===== config.mk =====
export PLATFORM = sky130hd
export DESIGN_NAME = uart_cmd_responder
export DESIGN_NICKNAME = d
export VERILOG_FILES = /design/src/rtl/uart_cmd_pkg.sv /design/src/rtl/uart_cmd_byte_fetch.sv /design/src/rtl/uart_cmd_responder.sv
export SDC_FILE = /design/constraint.sdc
export NUM_CORES = 1
export LEC_CHECK = 0
export ABC_CLOCK_PERIOD_IN_PS = 2900
export BUFFER_PORTS_ARGS = -buffer_cell sky130_fd_sc_hd__buf_2
export CAP_MARGIN = 25
export CORE_MARGIN = 8
export CORE_UTILIZATION = 51
export CTS_CLUSTER_DIAMETER = 50
export DETAILED_ROUTE_END_ITERATION = 6
export GPL_ROUTABILITY_DRIVEN = 0
export PLACE_DENSITY = 0.77
export SYNTH_ARGS = -nofsm -noshare
export SYNTH_HDL_FRONTEND = slang
export SYNTH_SLANG_ARGS = --single-unit
export TNS_END_PERCENT = 10

===== constraint.sdc =====
create_clock -name clk -period 2.9 [get_ports clk]
set_input_delay 0.58 -clock clk [delete_from_list [all_inputs] [get_ports clk]]
set_output_delay 0.58 -clock clk [all_outputs]
set_load 0.02 [all_outputs]

===== src/rtl/uart_cmd_pkg.sv =====
// Shared constants, state encoding and request-status helper for the UART command responder.
// Pure definitions: no latency, no flow control.
package uart_cmd_pkg;

  localparam logic [7:0] SYNC_BYTE = 8'hA5;
  localparam logic [7:0] CMD_WR    = 8'h01;
  localparam logic [7:0] CMD_RD    = 8'h02;

  localparam logic [2:0] ST_OK      = 3'd0;
  localparam logic [2:0] ST_CHK     = 3'd1;
  localparam logic [2:0] ST_CMD     = 3'd2;
  localparam logic [2:0] ST_ADDR    = 3'd3;
  localparam logic [2:0] ST_TIMEOUT = 3'd4;

  typedef enum logic [2:0] {
    S_HUNT,
    S_GET_CMD,
    S_GET_ADDR,
    S_GET_DATA,
    S_GET_CHK,
    S_EXEC,
    S_SEND
  } state_t;

  // Checks are ordered: a corrupted packet reports checksum before anything it decodes.
  function automatic logic [2:0] req_status(input logic [7:0] cmd,
                                            input logic [7:0] addr,
                                            input logic [7:0] data,
                                            input logic [7:0] chk,
                                            input int         nregs);
    logic [7:0] w_exp_chk;
    w_exp_chk = (cmd == CMD_WR) ? (cmd ^ addr ^ data) : (cmd ^ addr);
    if (chk != w_exp_chk) return ST_CHK;
    if (cmd != CMD_WR && cmd != CMD_RD) return ST_CMD;
    if (int'(addr) >= nregs) return ST_ADDR;
    return ST_OK;
  endfunction

endpackage


===== src/rtl/uart_cmd_byte_fetch.sv =====
// Single-outstanding RX FIFO reader: rd_en -> byte_valid one cycle later, plus inter-byte timeout.
// Waits indefinitely on rx_empty; timeout only counts while i_count_en is high.
module uart_cmd_byte_fetch
  #(parameter int TIMEOUT_CYC = 100000)
  (
  input  logic       clk,
  input  logic       rst,
  input  logic       i_want,
  input  logic       i_count_en,
  input  logic       i_rx_empty,
  input  logic [7:0] i_rx_data,
  output logic       o_rx_rd_en,
  output logic       o_byte_valid,
  output logic [7:0] o_byte,
  output logic       o_timeout
  );

  localparam int CW = $clog2(TIMEOUT_CYC + 1);

  logic          r_rd_q;
  logic [CW-1:0] r_cnt;
  logic          w_rd_en;

  // Blocking on r_rd_q keeps a single read in flight and lets the FSM act on a byte first.
  assign w_rd_en      = i_want && !i_rx_empty && !r_rd_q && !rst;
  assign o_rx_rd_en   = w_rd_en;
  assign o_byte_valid = r_rd_q;
  assign o_byte       = i_rx_data;
  assign o_timeout    = i_count_en && !r_rd_q && !w_rd_en &&
                        (r_cnt >= CW'(TIMEOUT_CYC - 1));

  always_ff @(posedge clk) begin
    if (rst) begin
      r_rd_q <= 1'b0;
      r_cnt  <= '0;
    end else begin
      r_rd_q <= w_rd_en;
      if (!i_count_en || r_rd_q) begin
        r_cnt <= '0;
      end else if (r_cnt != CW'(TIMEOUT_CYC)) begin
        r_cnt <= r_cnt + 1'b1;
      end
    end
  end

endmodule


===== src/rtl/uart_cmd_responder.sv =====
// Decodes A5/CMD/ADDR/[DATA]/CHK requests, runs register reads/writes, emits A5/STATUS/B2/RCHK.
// CHK byte_valid -> first tx_wr_en two cycles later; tx_full stalls SEND with tx_data held.
module uart_cmd_responder
  import uart_cmd_pkg::*;
  #(
  parameter int NREGS       = 16,
  parameter int TIMEOUT_CYC = 100000
  )
  (
  input  logic               clk,
  input  logic               rst,
  input  logic               rx_empty,
  output logic               rx_rd_en,
  input  logic [7:0]         rx_data,
  input  logic               tx_full,
  output logic               tx_wr_en,
  output logic [7:0]         tx_data,
  output logic [NREGS*8-1:0] regs_o,
  output logic               busy,
  output logic               err_pulse,
  output logic [2:0]         err_code,
  output logic [7:0]         err_cnt
  );

  localparam int AW = (NREGS > 1) ? $clog2(NREGS) : 1;

  state_t     r_state;
  logic [7:0] r_cmd;
  logic [7:0] r_addr;
  logic [7:0] r_data;
  logic [7:0] r_b2;
  logic [2:0] r_status;
  logic [1:0] r_idx;
  logic [7:0] r_regs [NREGS];
  logic       r_err_pulse;
  logic [2:0] r_err_code;
  logic [7:0] r_err_cnt;

  logic          w_want;
  logic          w_count_en;
  logic          w_byte_valid;
  logic [7:0]    w_byte;
  logic          w_timeout;
  logic [2:0]    w_status;
  logic [AW-1:0] w_ridx;
  logic [7:0]    w_err_cnt_nxt;
  logic          w_tx_fire;
  logic [7:0]    w_status_b;

  assign w_count_en    = (r_state == S_GET_CMD) || (r_state == S_GET_ADDR) ||
                         (r_state == S_GET_DATA) || (r_state == S_GET_CHK);
  assign w_want        = (r_state == S_HUNT) || w_count_en;
  assign w_status      = req_status(r_cmd, r_addr, r_data, w_byte, NREGS);
  assign w_ridx        = r_addr[AW-1:0];
  assign w_err_cnt_nxt = (r_err_cnt == 8'hFF) ? 8'hFF : r_err_cnt + 8'd1;
  assign w_tx_fire     = (r_state == S_SEND) && !tx_full;
  assign w_status_b    = {5'd0, r_status};

  uart_cmd_byte_fetch #(.TIMEOUT_CYC(TIMEOUT_CYC)) u_fetch (
    .clk          (clk),
    .rst          (rst),
    .i_want       (w_want),
    .i_count_en   (w_count_en),
    .i_rx_empty   (rx_empty),
    .i_rx_data    (rx_data),
    .o_rx_rd_en   (rx_rd_en),
    .o_byte_valid (w_byte_valid),
    .o_byte       (w_byte),
    .o_timeout    (w_timeout)
  );

  always_ff @(posedge clk) begin
    if (rst) begin
      r_state     <= S_HUNT;
      r_cmd       <= '0;
      r_addr      <= '0;
      r_data      <= '0;
      r_b2        <= '0;
      r_status    <= ST_OK;
      r_idx       <= '0;
      r_err_pulse <= 1'b0;
      r_err_code  <= '0;
      r_err_cnt   <= '0;
      for (int i = 0; i < NREGS; i++) r_regs[i] <= '0;
    end else begin
      r_err_pulse <= 1'b0;
      case (r_state)
        S_HUNT: begin
          if (w_byte_valid && w_byte == SYNC_BYTE) r_state <= S_GET_CMD;
        end
        S_GET_CMD: begin
          if (w_byte_valid) begin
            r_cmd   <= w_byte;
            r_state <= S_GET_ADDR;
          end
        end
        S_GET_ADDR: begin
          if (w_byte_valid) begin
            r_addr  <= w_byte;
            r_data  <= '0;
            r_state <= (r_cmd == CMD_WR) ? S_GET_DATA : S_GET_CHK;
          end
        end
        S_GET_DATA: begin
          if (w_byte_valid) begin
            r_data  <= w_byte;
            r_state <= S_GET_CHK;
          end
        end
        S_GET_CHK: begin
          // Status is settled here so err_pulse lines up with the EXEC cycle.
          if (w_byte_valid) begin
            r_status <= w_status;
            r_state  <= S_EXEC;
            if (w_status != ST_OK) begin
              r_err_pulse <= 1'b1;
              r_err_code  <= w_status;
              r_err_cnt   <= w_err_cnt_nxt;
            end
          end
        end
        S_EXEC: begin
          if (r_status != ST_OK) begin
            r_b2 <= 8'h00;
          end else if (r_cmd == CMD_WR) begin
            r_regs[w_ridx] <= r_data;
            r_b2           <= r_addr;
          end else begin
            r_b2 <= r_regs[w_ridx];
          end
          r_idx   <= '0;
          r_state <= S_SEND;
        end
        S_SEND: begin
          if (w_tx_fire) begin
            r_idx <= r_idx + 2'd1;
            if (r_idx == 2'd3) r_state <= S_HUNT;
          end
        end
        default: r_state <= S_HUNT;
      endcase
      if (w_timeout) begin
        r_state     <= S_HUNT;
        r_err_pulse <= 1'b1;
        r_err_code  <= ST_TIMEOUT;
        r_err_cnt   <= w_err_cnt_nxt;
      end
    end
  end

  always_comb begin
    tx_data = 8'h00;
    if (r_state == S_SEND) begin
      case (r_idx)
        2'd0:    tx_data = SYNC_BYTE;
        2'd1:    tx_data = w_status_b;
        2'd2:    tx_data = r_b2;
        default: tx_data = w_status_b ^ r_b2;
      endcase
    end
  end

  for (genvar g = 0; g < NREGS; g++) begin : g_regs
    assign regs_o[8*g +: 8] = r_regs[g];
  end

  assign tx_wr_en  = w_tx_fire;
  assign busy      = (r_state != S_HUNT);
  assign err_pulse = r_err_pulse;
  assign err_code  = r_err_code;
  assign err_cnt   = r_err_cnt;

endmodule


==> impl_metrics.env, run 1 <==
export IMPL_run_status="finished with violations"
export IMPL_violations="negative setup slack"
export IMPL_die_h_um=153.6
export IMPL_drive_gt1_frac=0.3369
export IMPL_worstSetupPathType="reg -> reg"
export IMPL_wl_per_cell_um=20.92
export IMPL_overflow=0
export IMPL_multiInputGateArea_um2=4184
export IMPL_rsz0062_at_grt="true"
export IMPL_ys_types=56
export IMPL_worstSetupEndpointType="flip-flop"
export IMPL_clkPwrFrac=0.453
export IMPL_regArea_um2=5308
export IMPL_synth_edf_count=128
export IMPL_clk_latency_ps=510
export IMPL_h_tree_depth=1
export IMPL_switching_share=0.2336
export IMPL_placed_cells=1206
export IMPL_use_met1=0.2702
export IMPL_fmax_ghz=0.3433
export IMPL_fin_skew_ps=19.75
export IMPL_hold_path_endpoint="u_fetch.o_byte_valid"
export IMPL_p_int_w=0.004910
export IMPL_yosysSeqAreaShare=0.5491
export IMPL_synth_most_common_cell="and2_1"
export IMPL_yosys_area_top_type="edfxtp_1"
export IMPL_die_w_um=153.6
export IMPL_busiest_layer="met2"
export IMPL_grtUsageMet3=0.04568
export IMPL_hold_viol=0
export IMPL_cp_arrival_ps=3290
export IMPL_syn_nets=831
export IMPL_dpl_instance_area_um2=10970
export IMPL_instances_no_fill=1255
export IMPL_hold_depth=3
export IMPL_ys_top_cells_by_area="edfxtp_1, dfxtp_1, mux4_2"
export IMPL_vias=7203
export IMPL_hold_class="in -> reg"
export IMPL_r2r_start="u_fetch.r_cnt[0]"
export IMPL_rr_endpoint="err_cnt[5]"
export IMPL_core_um2=18640
export IMPL_cts_buffers=25
export IMPL_start_util=0.5183
export IMPL_pin_count=163
export IMPL_cpPeakStageDelay_ps=510
export IMPL_drtAntennaViolNets=0
export IMPL_cp_max_fo=6
export IMPL_period_share=1.004
export IMPL_grt_pass1_vias=7213
export IMPL_synth_async_sr_flop_share=0
export IMPL_ys_ff_latch=201
export IMPL_vdd_drop_max_v=0.0007982
export IMPL_leakage_nw=4.675
export IMPL_critPathSlowestCell="or4_4"
export IMPL_p_sw_w=0.001496
export IMPL_drv_cap=0
export IMPL_place_hpwl_um=19280
export IMPL_cts_tree="done"
export IMPL_syn_to_final_growth_pct=22.65
export IMPL_setup_violations=3
export IMPL_crit_required_ps=3280
export IMPL_min_delay_start="rx_empty"
export IMPL_viasPerCell=5.739
export IMPL_path_buf_inv=2
export IMPL_ys_warnings_count=0
export IMPL_stdcell_area_um2=11850
export IMPL_synth_top_area_frac=0.3978
export IMPL_grt_max_degree=37
export IMPL_slew_headroom=0.5629
export IMPL_ys_flop_type="edfxtp_1"
export IMPL_startpoint_type="flip-flop"
export IMPL_die_area_um2=23610
export IMPL_reg2reg_depth=10
export IMPL_layout_min_cycle_time_ps=2913
export IMPL_fin_ws_ps=-12.93
export IMPL_path_clk_slew_ps=60
export IMPL_rrSetupSlack_ps=-10
export IMPL_clock_path_buffers=3
export IMPL_clock_root_buffer="clkbuf_16"
export IMPL_drtPass1Iterations=5
export IMPL_wl_um=26260
export IMPL_crit_family="compound AO/OA/AOI/OAI gates"
export IMPL_nets=1023
export IMPL_cp_cell_sequence="inv_2 -> ha_4 -> or4b_4 -> or4_4 -> a2111oi_4 -> o21bai_2 -> o31a_4 -> buf_4 -> a31oi_1 -> a311oi_1"
export IMPL_fillers=1451
export IMPL_pwr_density_cell_nw_per_um2=540.6
export IMPL_remaining_drc_errors=0
export IMPL_ys_top_cells_by_count="and2_1, edfxtp_1, dfxtp_1"
export IMPL_row_count=50
export IMPL_tightest_slew_ps=655.6
export IMPL_tns_ps=-27.10
export IMPL_synthesis_area_um2=9662
export IMPL_grt_usage=0.2147
export IMPL_drv_slew=0
export IMPL_power_frac_comb=0.055
export IMPL_antenna_found_initial=1
export IMPL_seq_power_share=0.492
export IMPL_first_iter_violations=600
export IMPL_cts_num_sinks=201
export IMPL_port_buffers=162
export IMPL_diodes=0
export IMPL_syn_area_per_cell_um2=11.91
export IMPL_grt_pass1_wl_um=40350
export IMPL_p_total_w=0.006406
export IMPL_syn_inst=811
export IMPL_use_met2=0.3647
==> worst max-delay path by stage <==
stage	startpoint	endpoint	cells past startpoint
floorplan	u_fetch.r_cnt[0]	err_cnt[7]	11
global placement	u_fetch.r_cnt[1]	err_cnt[3]	9
detailed placement	u_fetch.r_cnt[1]	err_cnt[3]	9
CTS	u_fetch.r_cnt[1]	err_cnt[3]	9
global route	u_fetch.r_cnt[1]	err_cnt[5]	10
finish	u_fetch.r_cnt[0]	err_cnt[5]	10
==> per-stage QoR <==
step / setup WS [ps] / util / hold WS [ps]
after global routing: -112.3 / 0.6356 / 377.0
after floorplan: 48.93 / - / 455.7
after CTS: 18.59 / 0.6306 / 348.3
after detailed placement: -140.2 / 0.5883 / 482.9
final: -12.93 / 0.6356 / 360.0
after global placement: -52.93 / 0.5883 / 473.2
==> cell type report <==
cell class	instances	area share
timing repair buffer	218	0.1063
multi-input combinational	550	0.3531
inverter	7	0.002217
tap	234	0.02471
sequential	201	0.4479
clock inverter	19	0.01267
clock buffer	26	0.05311
==> repair_timing <==
| item | in CTS | in global routing |
|---|---|---|
| buffers inserted | 0 | 4 |
| resized for setup | 2 | 15 |
| endpoints found under the setup margin | 4 | 21 |
| hold buffers | 0 | 0 |
| pin swaps | 1 | 6 |
==> sequential cells by signal, summed over array words and instances, names as in the netlist, 3 cells and up, named ones only <==
signal / count
u_fetch.r_cnt: 17
r_addr: 8
r_data: 8
err_cnt: 8
r_b2: 8
err_code: 3
r_state: 3
r_regs: 128
r_cmd: 8
==> per-layer routing <==
layer  up-vias  routed length, µm
li1       3319                  -
met1      3519              10720
met2       313              12710
met5         -                  8
met3        50               2079
met4         2                736
==> kinds of logic after synthesis <==
kind of cell | synth area share
AOI/OAI and AO/OA | 0.06203
xor gates and xnor gates | 0.03872
adders and majority gates | 0.01036
buffers and inverters | 0.02486
DFF | 0.5491
muxes | 0.1067
and+or+nand+nor | 0.2082
==> worst reg2reg max path, delay by kind of cell (launching register included) <==
family | cells | cell delay (ps)
AO/OA/AOI/OAI | 5 | 1180
AND/OR/NAND/NOR | 2 | 950
flip-flops | 1 | 320
buffers and inverters | 2 | 230
adder cells (fa/ha/maj) | 1 | 120
==> cells in the final DEF, fill, tap and decap left out, types with 5 or more instances in the layout <==
cell         n
buf_2      162
and2_1     136
edfxtp_1   128
dfxtp_1     71
nor2_1      66
buf_4       53
nand2_1     50
a21oi_1     40
mux4_2      40
clkbuf_16   25
nand3_1     22
nor3_1      18
or2_2       18
xor2_1      16
xnor2_1     11
o21ai_0     11
a22oi_1     10
and3_1       8
mux2_2       8
ha_1         7
nand3b_1     6
nor2b_1      6
clkinv_2     6
inv_1        5
a211oi_1     5
nor3b_1      5
nand2b_1     5
clkinv_1     5
==> power by group through the flow <==
stage                     registers [W]  clock network [W]  logic (W)
final                           0.00315            0.00290   0.000352
after global routing            0.00315            0.00304   0.000371
after CTS                       0.00315            0.00293   0.000352
after detailed placement        0.00321                  0   0.000350
after global placement          0.00321                  0   0.000344
after floorplan                 0.00328                  0   0.000127
Power figures use the tool's default switching activity.
==> run 2: changes to the inputs <==
--- a/config.mk
+++ b/config.mk
@@ -5,15 +5,14 @@
 export SDC_FILE = /design/constraint.sdc
 export NUM_CORES = 1
 export LEC_CHECK = 0
-export ABC_CLOCK_PERIOD_IN_PS = 2900
-export BUFFER_PORTS_ARGS = -buffer_cell sky130_fd_sc_hd__buf_2
+export ABC_CLOCK_PERIOD_IN_PS = 3690
+export BUFFER_PORTS_ARGS = -buffer_cell sky130_fd_sc_hd__buf_4
 export CAP_MARGIN = 25
-export CORE_MARGIN = 8
-export CORE_UTILIZATION = 51
+export CORE_UTILIZATION = 60
 export CTS_CLUSTER_DIAMETER = 50
 export DETAILED_ROUTE_END_ITERATION = 6
 export GPL_ROUTABILITY_DRIVEN = 0
-export PLACE_DENSITY = 0.77
+export PLACE_DENSITY = 0.85
 export SYNTH_ARGS = -nofsm -noshare
 export SYNTH_HDL_FRONTEND = slang
 export SYNTH_SLANG_ARGS = --single-unit
==> constraint.sdc (replaced) <==
create_clock -name clk -period 3.69 [get_ports clk]
set_input_delay 0.738 -clock clk [delete_from_list [all_inputs] [get_ports clk]]
set_output_delay 0.738 -clock clk [all_outputs]
set_load 0.02 [all_outputs]
==> run 2 against run 1 <==
- the run now ends clean
- worst hold slack gained 130 ps
- die area shrank 30%
- routed wire length fell by 5.4%
- critical path depth down 2
- via count is 1.6% lower
- utilization increased by 11 points
- critical endpoint is now r_regs[0][0]
==> impl_metrics.env, run 2 (synthesis gave the netlist of run 1 again) <==
export IMPL_cts_num_sinks=201
export IMPL_worstSetupPathType="reg -> reg"
export IMPL_tns_ps=0
export IMPL_fin_skew_ps=19.93
export IMPL_first_iter_violations=650
export IMPL_crit_required_ps=3890
export IMPL_clock_root_buffer="clkbuf_16"
export IMPL_die_area_um2=16610
export IMPL_fin_ws_ps=418.7
export IMPL_port_buffers=162
export IMPL_rsz0062_at_grt="false"
export IMPL_cts_resized=0
export IMPL_r2r_start="r_cmd[0]"
export IMPL_period_share=0.8865
export IMPL_vias=7085
export IMPL_start_util=0.6104
export IMPL_startpoint_type="flip-flop"
export IMPL_path_clk_slew_ps=60
export IMPL_grt_max_degree=40
export IMPL_syn_to_final_growth_pct=21.92
export IMPL_fmax_ghz=0.3057
export IMPL_grt_pass1_wl_um=38120
export IMPL_crit_end="r_regs[0][0]"
export IMPL_diodes=0
export IMPL_pin_count=163
export IMPL_remaining_drc_errors=0
export IMPL_hold_depth=2
export IMPL_clock_path_buffers=3
export IMPL_drive_gt1_frac=0.2939
export IMPL_cpPeakStageDelay_ps=610
export IMPL_worstSetupEndpointType="flip-flop"
export IMPL_leakage_nw=4.511
export IMPL_largest_reg_flops=128
export IMPL_rrSetupSlack_ps=420
export IMPL_drv_cap=0
export IMPL_cts_buffers=22
export IMPL_place_hpwl_um=17400
export IMPL_critPathSlowestCell="nor3b_1"
export IMPL_cts_setup_buffers=0
export IMPL_cp_arrival_ps=3470
export IMPL_nets=984
export IMPL_drv_slew=0
export IMPL_vdd_drop_max_v=0.0005071
export IMPL_fillers=1023
export IMPL_path_depth=8
export IMPL_viasPerCell=5.924
export IMPL_wl_um=24830
export IMPL_antenna_found_initial=0
export IMPL_rr_endpoint="r_regs[0][0]"
export IMPL_largest_registers="r_regs x128, u_fetch.r_cnt x17"
export IMPL_cp_cell_sequence="nor4b_1 -> nand2_1 -> buf_4 -> nor3b_1 -> nor3b_1 -> nor3b_1 -> buf_4 -> or2_2"
export IMPL_cp_max_fo=15
export IMPL_cts_hold_fix_buffers=0
export IMPL_grt_pass1_vias=6808
export IMPL_core_um2=15830
export IMPL_hold_viol=0
export IMPL_cts_tree="done"
export IMPL_cp_common_cell="nor3b_1"
export IMPL_final_common_cell="buf_4"
export IMPL_reg2reg_depth=8
export IMPL_run_status="finished clean"
export IMPL_drtPass1Iterations=5
export IMPL_place_ws_ps=518.8
export IMPL_die_w_um=128.9
export IMPL_overflow=0
export IMPL_top_register="r_regs"
export IMPL_hold_class="reg -> reg"
export IMPL_layout_min_cycle_time_ps=3271
export IMPL_wl_per_cell_um=20.76
export IMPL_slew_headroom=0.4283
export IMPL_setup_worst_path_start="r_cmd[0]"
export IMPL_tightest_slew_ps=856.4
export IMPL_crit_family="simple AND/OR/NAND/NOR gates"
export IMPL_pwr_density_cell_nw_per_um2=412.9
export IMPL_die_h_um=128.9
export IMPL_clk_latency_ps=520
export IMPL_mostFrequentLayoutCells="buf_4, and2_1, edfxtp_1, dfxtp_1, nor2_1"
export IMPL_grt_usage=0.3044
export IMPL_path_buf_inv=2
export IMPL_row_count=46
export IMPL_setup_violations=0
export IMPL_drtAntennaViolNets=0
export IMPL_h_tree_depth=1
==> run 2: area by class of cell <==
type                    instances  area (µm²)  area share
flip-flops and latches        201        5306      0.4505
multi-input cells             550        4116      0.3494
repair buffers                182        1366      0.1160
clock buffers                  32       618.1     0.05247
well taps                     216       270.3     0.02294
clock inverters                 8       76.32    0.006479
inverters                       7       26.28    0.002230
==> run 2: worst reg2reg max path: stages (launching register included) <==
cell and delay, ps:
dfxtp_1 420, nor4b_1 510, nand2_1 110, buf_4 220, nor3b_1 620, nor3b_1 320
nor3b_1 310, buf_4 220, or2_2 240
==> run 2: worst min-delay path by stage <==
stage | end | from | slack [ps]
CTS | r_cmd[7] | r_cmd[7] | 490
finish | r_cmd[7] | r_cmd[7] | 490
floorplan | r_cmd[4] | r_cmd[4] | 460
global placement | r_cmd[2] | r_cmd[2] | 480
global route | r_cmd[0] | rx_data[0] | 510
detailed placement | r_cmd[7] | r_cmd[7] | 480
==> run 2: per-stage QoR <==
step	hold slack [ps]	util	cells	cell area (µm²)	total power (W)
after floorplan	455.7	-	811	9662	0.002679
after global routing	507.2	0.7443	1196	11780	0.004993
final	491.0	0.7443	1196	11780	0.004864
after detailed placement	484.2	0.7004	1156	11090	0.002822
after CTS	486.7	0.7443	1196	11780	0.004874
after global placement	475.8	0.7004	1156	11090	0.002815
==> run 2: layer usage <==
layer  vias up  share of wire  wire (µm)  GRT usage
met3        46          0.067       1663    0.04906
li1       3241              -          -          -
met2       339           0.50      12400     0.5065
met1      3459           0.41      10130     0.4089
met5         -              0          0          0
met4         0          0.025        632     0.1059
==> run 2: power breakdown <==
| part | internal [W] | switching [W] | total, W |
|---|---|---|---|
| Sequential | 0.00244 | 0.0000403 | 0.00248 |
| Clock | 0.00118 | 0.000903 | 0.00209 |
| Combinational | 0.000122 | 0.000176 | 0.000299 |
==> run 3: changes to the inputs <==
--- a/config.mk
+++ b/config.mk
@@ -15,5 +15,6 @@
 export PLACE_DENSITY = 0.85
 export SYNTH_ARGS = -nofsm -noshare
 export SYNTH_HDL_FRONTEND = slang
+export SYNTH_HIERARCHICAL = 1
 export SYNTH_SLANG_ARGS = --single-unit
 export TNS_END_PERCENT = 10
==> run 3 against run 2 <==
- final cell count increased by 4.3%
- synthesized cell count increased by 7.0%
- worst hold slack got worse by 87 ps
- sequential share of layout area decreased by 1.2 points
- via count increased by 10%
- non-clock buffer count increased by 8
- maximum frequency increased by 9.0%
- critical path depth decreased by 2
- combinational power decreased by 8.4%
- register-to-register slack improved by 270 ps
- clock-buffer cell count decreased by 5
- design area increased by 2.8%
- critical endpoint is now r_regs[0][7]
- largest cell class unchanged
==> impl_metrics.env, run 3 <==
export IMPL_ys_flop_type="edfxtp_1"
export IMPL_ys_ff_latch=201
export IMPL_synth_top_family_by_area="simple AND/OR/NAND/NOR gates"
export IMPL_row_count=46
export IMPL_synth_async_sr_flop_share=0
export IMPL_remaining_drc_errors=0
export IMPL_mostFrequentLayoutCells="buf_4, edfxtp_1, and2_1, nand2_1, dfxtp_1"
export IMPL_leakage_nw=4.511
export IMPL_synth_compound_area_share=0.08097
export IMPL_syn_nets=888
export IMPL_p_sw_w=0.001108
export IMPL_highest_layer="met4"
export IMPL_clkPwrFrac=0.455
export IMPL_period_share=0.8131
export IMPL_fin_skew_ps=19.31
export IMPL_die_w_um=130.8
export IMPL_yosys_area_top_type="edfxtp_1"
export IMPL_hold_depth=2
export IMPL_run_status="finished clean"
export IMPL_synthSimpleGateAreaFrac=0.2137
export IMPL_ys_warnings_count=6
export IMPL_cp_max_fo=15
export IMPL_viasPerCell=6.246
export IMPL_rr_endpoint="r_regs[0][7]"
export IMPL_cts_setup_buffers=0
export IMPL_min_delay_start="rx_empty"
export IMPL_seq_power_share=0.491
export IMPL_ys_top_cells_by_area="edfxtp_1, dfxtp_1, mux4_2"
export IMPL_ys_types=73
export IMPL_holdWs_ps=403.8
export IMPL_cpPeakStageDelay_ps=610
export IMPL_path_clk_slew_ps=60
export IMPL_wl_met2_um=13380
export IMPL_layout_min_cycle_time_ps=3000
export IMPL_grt_pass1_vias=7272
export IMPL_p_int_w=0.003927
export IMPL_cts_tree="done"
export IMPL_grt_pass1_wl_um=40960
export IMPL_placed_cells=1208
export IMPL_hold_path_endpoint="u_fetch/o_byte_valid"
export IMPL_fillers=1059
export IMPL_synthesis_area_um2=9952
export IMPL_top_register="r_regs"
export IMPL_synthXorXnorAreaFrac=0.02364
export IMPL_grt_max_degree=56
export IMPL_nets=1036
export IMPL_clock_root_buffer="clkbuf_16"
export IMPL_cp_cell_sequence="or4b_1 -> or2_4 -> nor4b_2 -> nand2b_1 -> nor3_2 -> or2_2"
export IMPL_critPathSlowestCell="or4b_1"
export IMPL_antenna_found_initial=0
export IMPL_setup_violations=0
export IMPL_drive_gt1_frac=0.2878
export IMPL_port_buffers=162
export IMPL_h_tree_depth=1
export IMPL_cts_hold_fix_buffers=0
export IMPL_cts_num_sinks=201
export IMPL_worstSetupPathType="reg -> reg"
export IMPL_syn_inst=868
export IMPL_cp_arrival_ps=3200
export IMPL_synth_edf_count=128
export IMPL_reg2reg_depth=6
export IMPL_pin_count=163
export IMPL_pwr_density_cell_nw_per_um2=415.7
export IMPL_ys_top_cells_by_count="edfxtp_1, and2_1, nand2_1"
export IMPL_tightest_slew_ps=965.6
export IMPL_startpoint_type="flip-flop"
export IMPL_dr_wl_met3_um=2466
export IMPL_muxShareOfSynthArea=0.1006
export IMPL_final_common_cell="buf_4"
export IMPL_clk_latency_ps=520
export IMPL_diodes=0
export IMPL_hold_viol=0
export IMPL_first_iter_violations=844
export IMPL_synthAdderAreaFrac=0.01006
export IMPL_vdd_drop_max_v=0.0003687
export IMPL_start_util=0.6198
export IMPL_r2r_start="r_cmd[1]"
export IMPL_power_frac_comb=0.054
export IMPL_place_hpwl_um=18740
export IMPL_drtAntennaViolNets=0
export IMPL_drv_cap=0
export IMPL_largest_reg_flops=128
export IMPL_tns_ps=0
export IMPL_syn_area_per_cell_um2=11.47
export IMPL_die_area_um2=17110
export IMPL_wl_um=27200
export IMPL_slew_headroom=0.3554
export IMPL_fmax_ghz=0.3333
export IMPL_synth_top_area_frac=0.3862
export IMPL_rsz0062_at_grt="false"
export IMPL_syn_to_final_growth_pct=21.70
export IMPL_worstSetupEndpointType="flip-flop"
export IMPL_hold_class="in -> reg"
export IMPL_cts_buffers=22
export IMPL_drtPass1Iterations=5
export IMPL_synth_most_common_cell="edfxtp_1"
export IMPL_drv_slew=0
export IMPL_cts_resized=0
export IMPL_wl_per_cell_um=21.79
export IMPL_vias=7795
export IMPL_wl_met1_um=10490
export IMPL_overflow=0
export IMPL_crit_required_ps=3890
export IMPL_rrSetupSlack_ps=690
export IMPL_largest_registers="r_regs x128, u_fetch/r_cnt x17"
export IMPL_switching_share=0.2200
export IMPL_die_h_um=130.8
export IMPL_grt_usage=0.3223
export IMPL_yosysSeqAreaShare=0.5331
export IMPL_core_um2=16060
export IMPL_clock_path_buffers=3
export IMPL_instances_no_fill=1248
## run 3: changes by cell type after synthesis, moves of 9 or more
cell	before	now
nor3_1	18	34
nor2_1	66	41
and2_1	136	106
xor2_1	16	7
inv_1	7	18
o21ai_0	11	33
nor4_1	4	16
nand2_1	51	87
or2_2	18	4
## run 3: area by class of cell
class | instances | area (µm²) | area share
clock buffers | 27 | 600.6 | 0.04959
clock inverters | 13 | 163.9 | 0.01353
inverters | 20 | 75.07 | 0.006198
multi-input cells | 581 | 4269 | 0.3525
flip-flops and latches | 201 | 5306 | 0.4381
well taps | 216 | 270.3 | 0.02231
repair buffers | 190 | 1426 | 0.1178
## run 3: worst max-delay path by stage
stage,endpoint,slack [ps],cells past startpoint,startpoint
detailed placement,r_regs[0][5],730,6,r_cmd[1]
global route,r_regs[0][7],520,6,r_state[2]
finish,r_regs[0][7],690,6,r_cmd[1]
floorplan,r_regs[1][0],700,7,r_cmd[1]
global placement,err_cnt[2],780,7,rx_data[2]
CTS,r_regs[0][7],720,6,r_cmd[1]
## run 3: metal layers
| layer | track usage | vias up |
|---|---|---|
| met3 | 0.04560 | 59 |
| met5 | 0 | - |
| met1 | 0.4322 | 3789 |
| met2 | 0.5331 | 455 |
| met4 | 0.1291 | 0 |
| li1 | - | 3492 |
## run 3: metrics by stage
step / total power, W / util / instance area [µm²] / worst slack [ps]
final: 0.005035 / 0.7542 / 12110 / 689.5
after CTS: 0.005047 / 0.7542 / 12110 / 722.6
after floorplan: 0.002658 / - / 9952 / 697.5
after global placement: 0.002783 / 0.7066 / 11350 / 781.3
after detailed placement: 0.002791 / 0.7066 / 11350 / 725.6
after global routing: 0.005146 / 0.7542 / 12110 / 518.8
## run 3: cell families (layout without fill, tap and decap cells)
group                    count (synthesis)  count (layout)
AND/OR/NAND/NOR                        381             381
flip-flops                             201             201
AO/OA/AOI/OAI                          123             123
buffers and inverters                   86             250
multiplexers                            50              50
XOR/XNOR                                19              19
adder cells (fa/ha/maj)                  8               8
## run 3: power groups by stage
stage / clock network (W) / logic [W] / registers (W)
after global routing: 0.00238 / 0.000286 / 0.00248
final: 0.00229 / 0.000274 / 0.00247
after global placement: 0 / 0.000265 / 0.00252
after CTS: 0.00230 / 0.000273 / 0.00247
after detailed placement: 0 / 0.000272 / 0.00252
after floorplan: 0 / 0.0000893 / 0.00257
## run 3: critical path, delay by kind of cell, from the launching register on
kind	cells	cell delay [ps]
AND/OR/NAND/NOR	6	2320
flip-flops	1	360
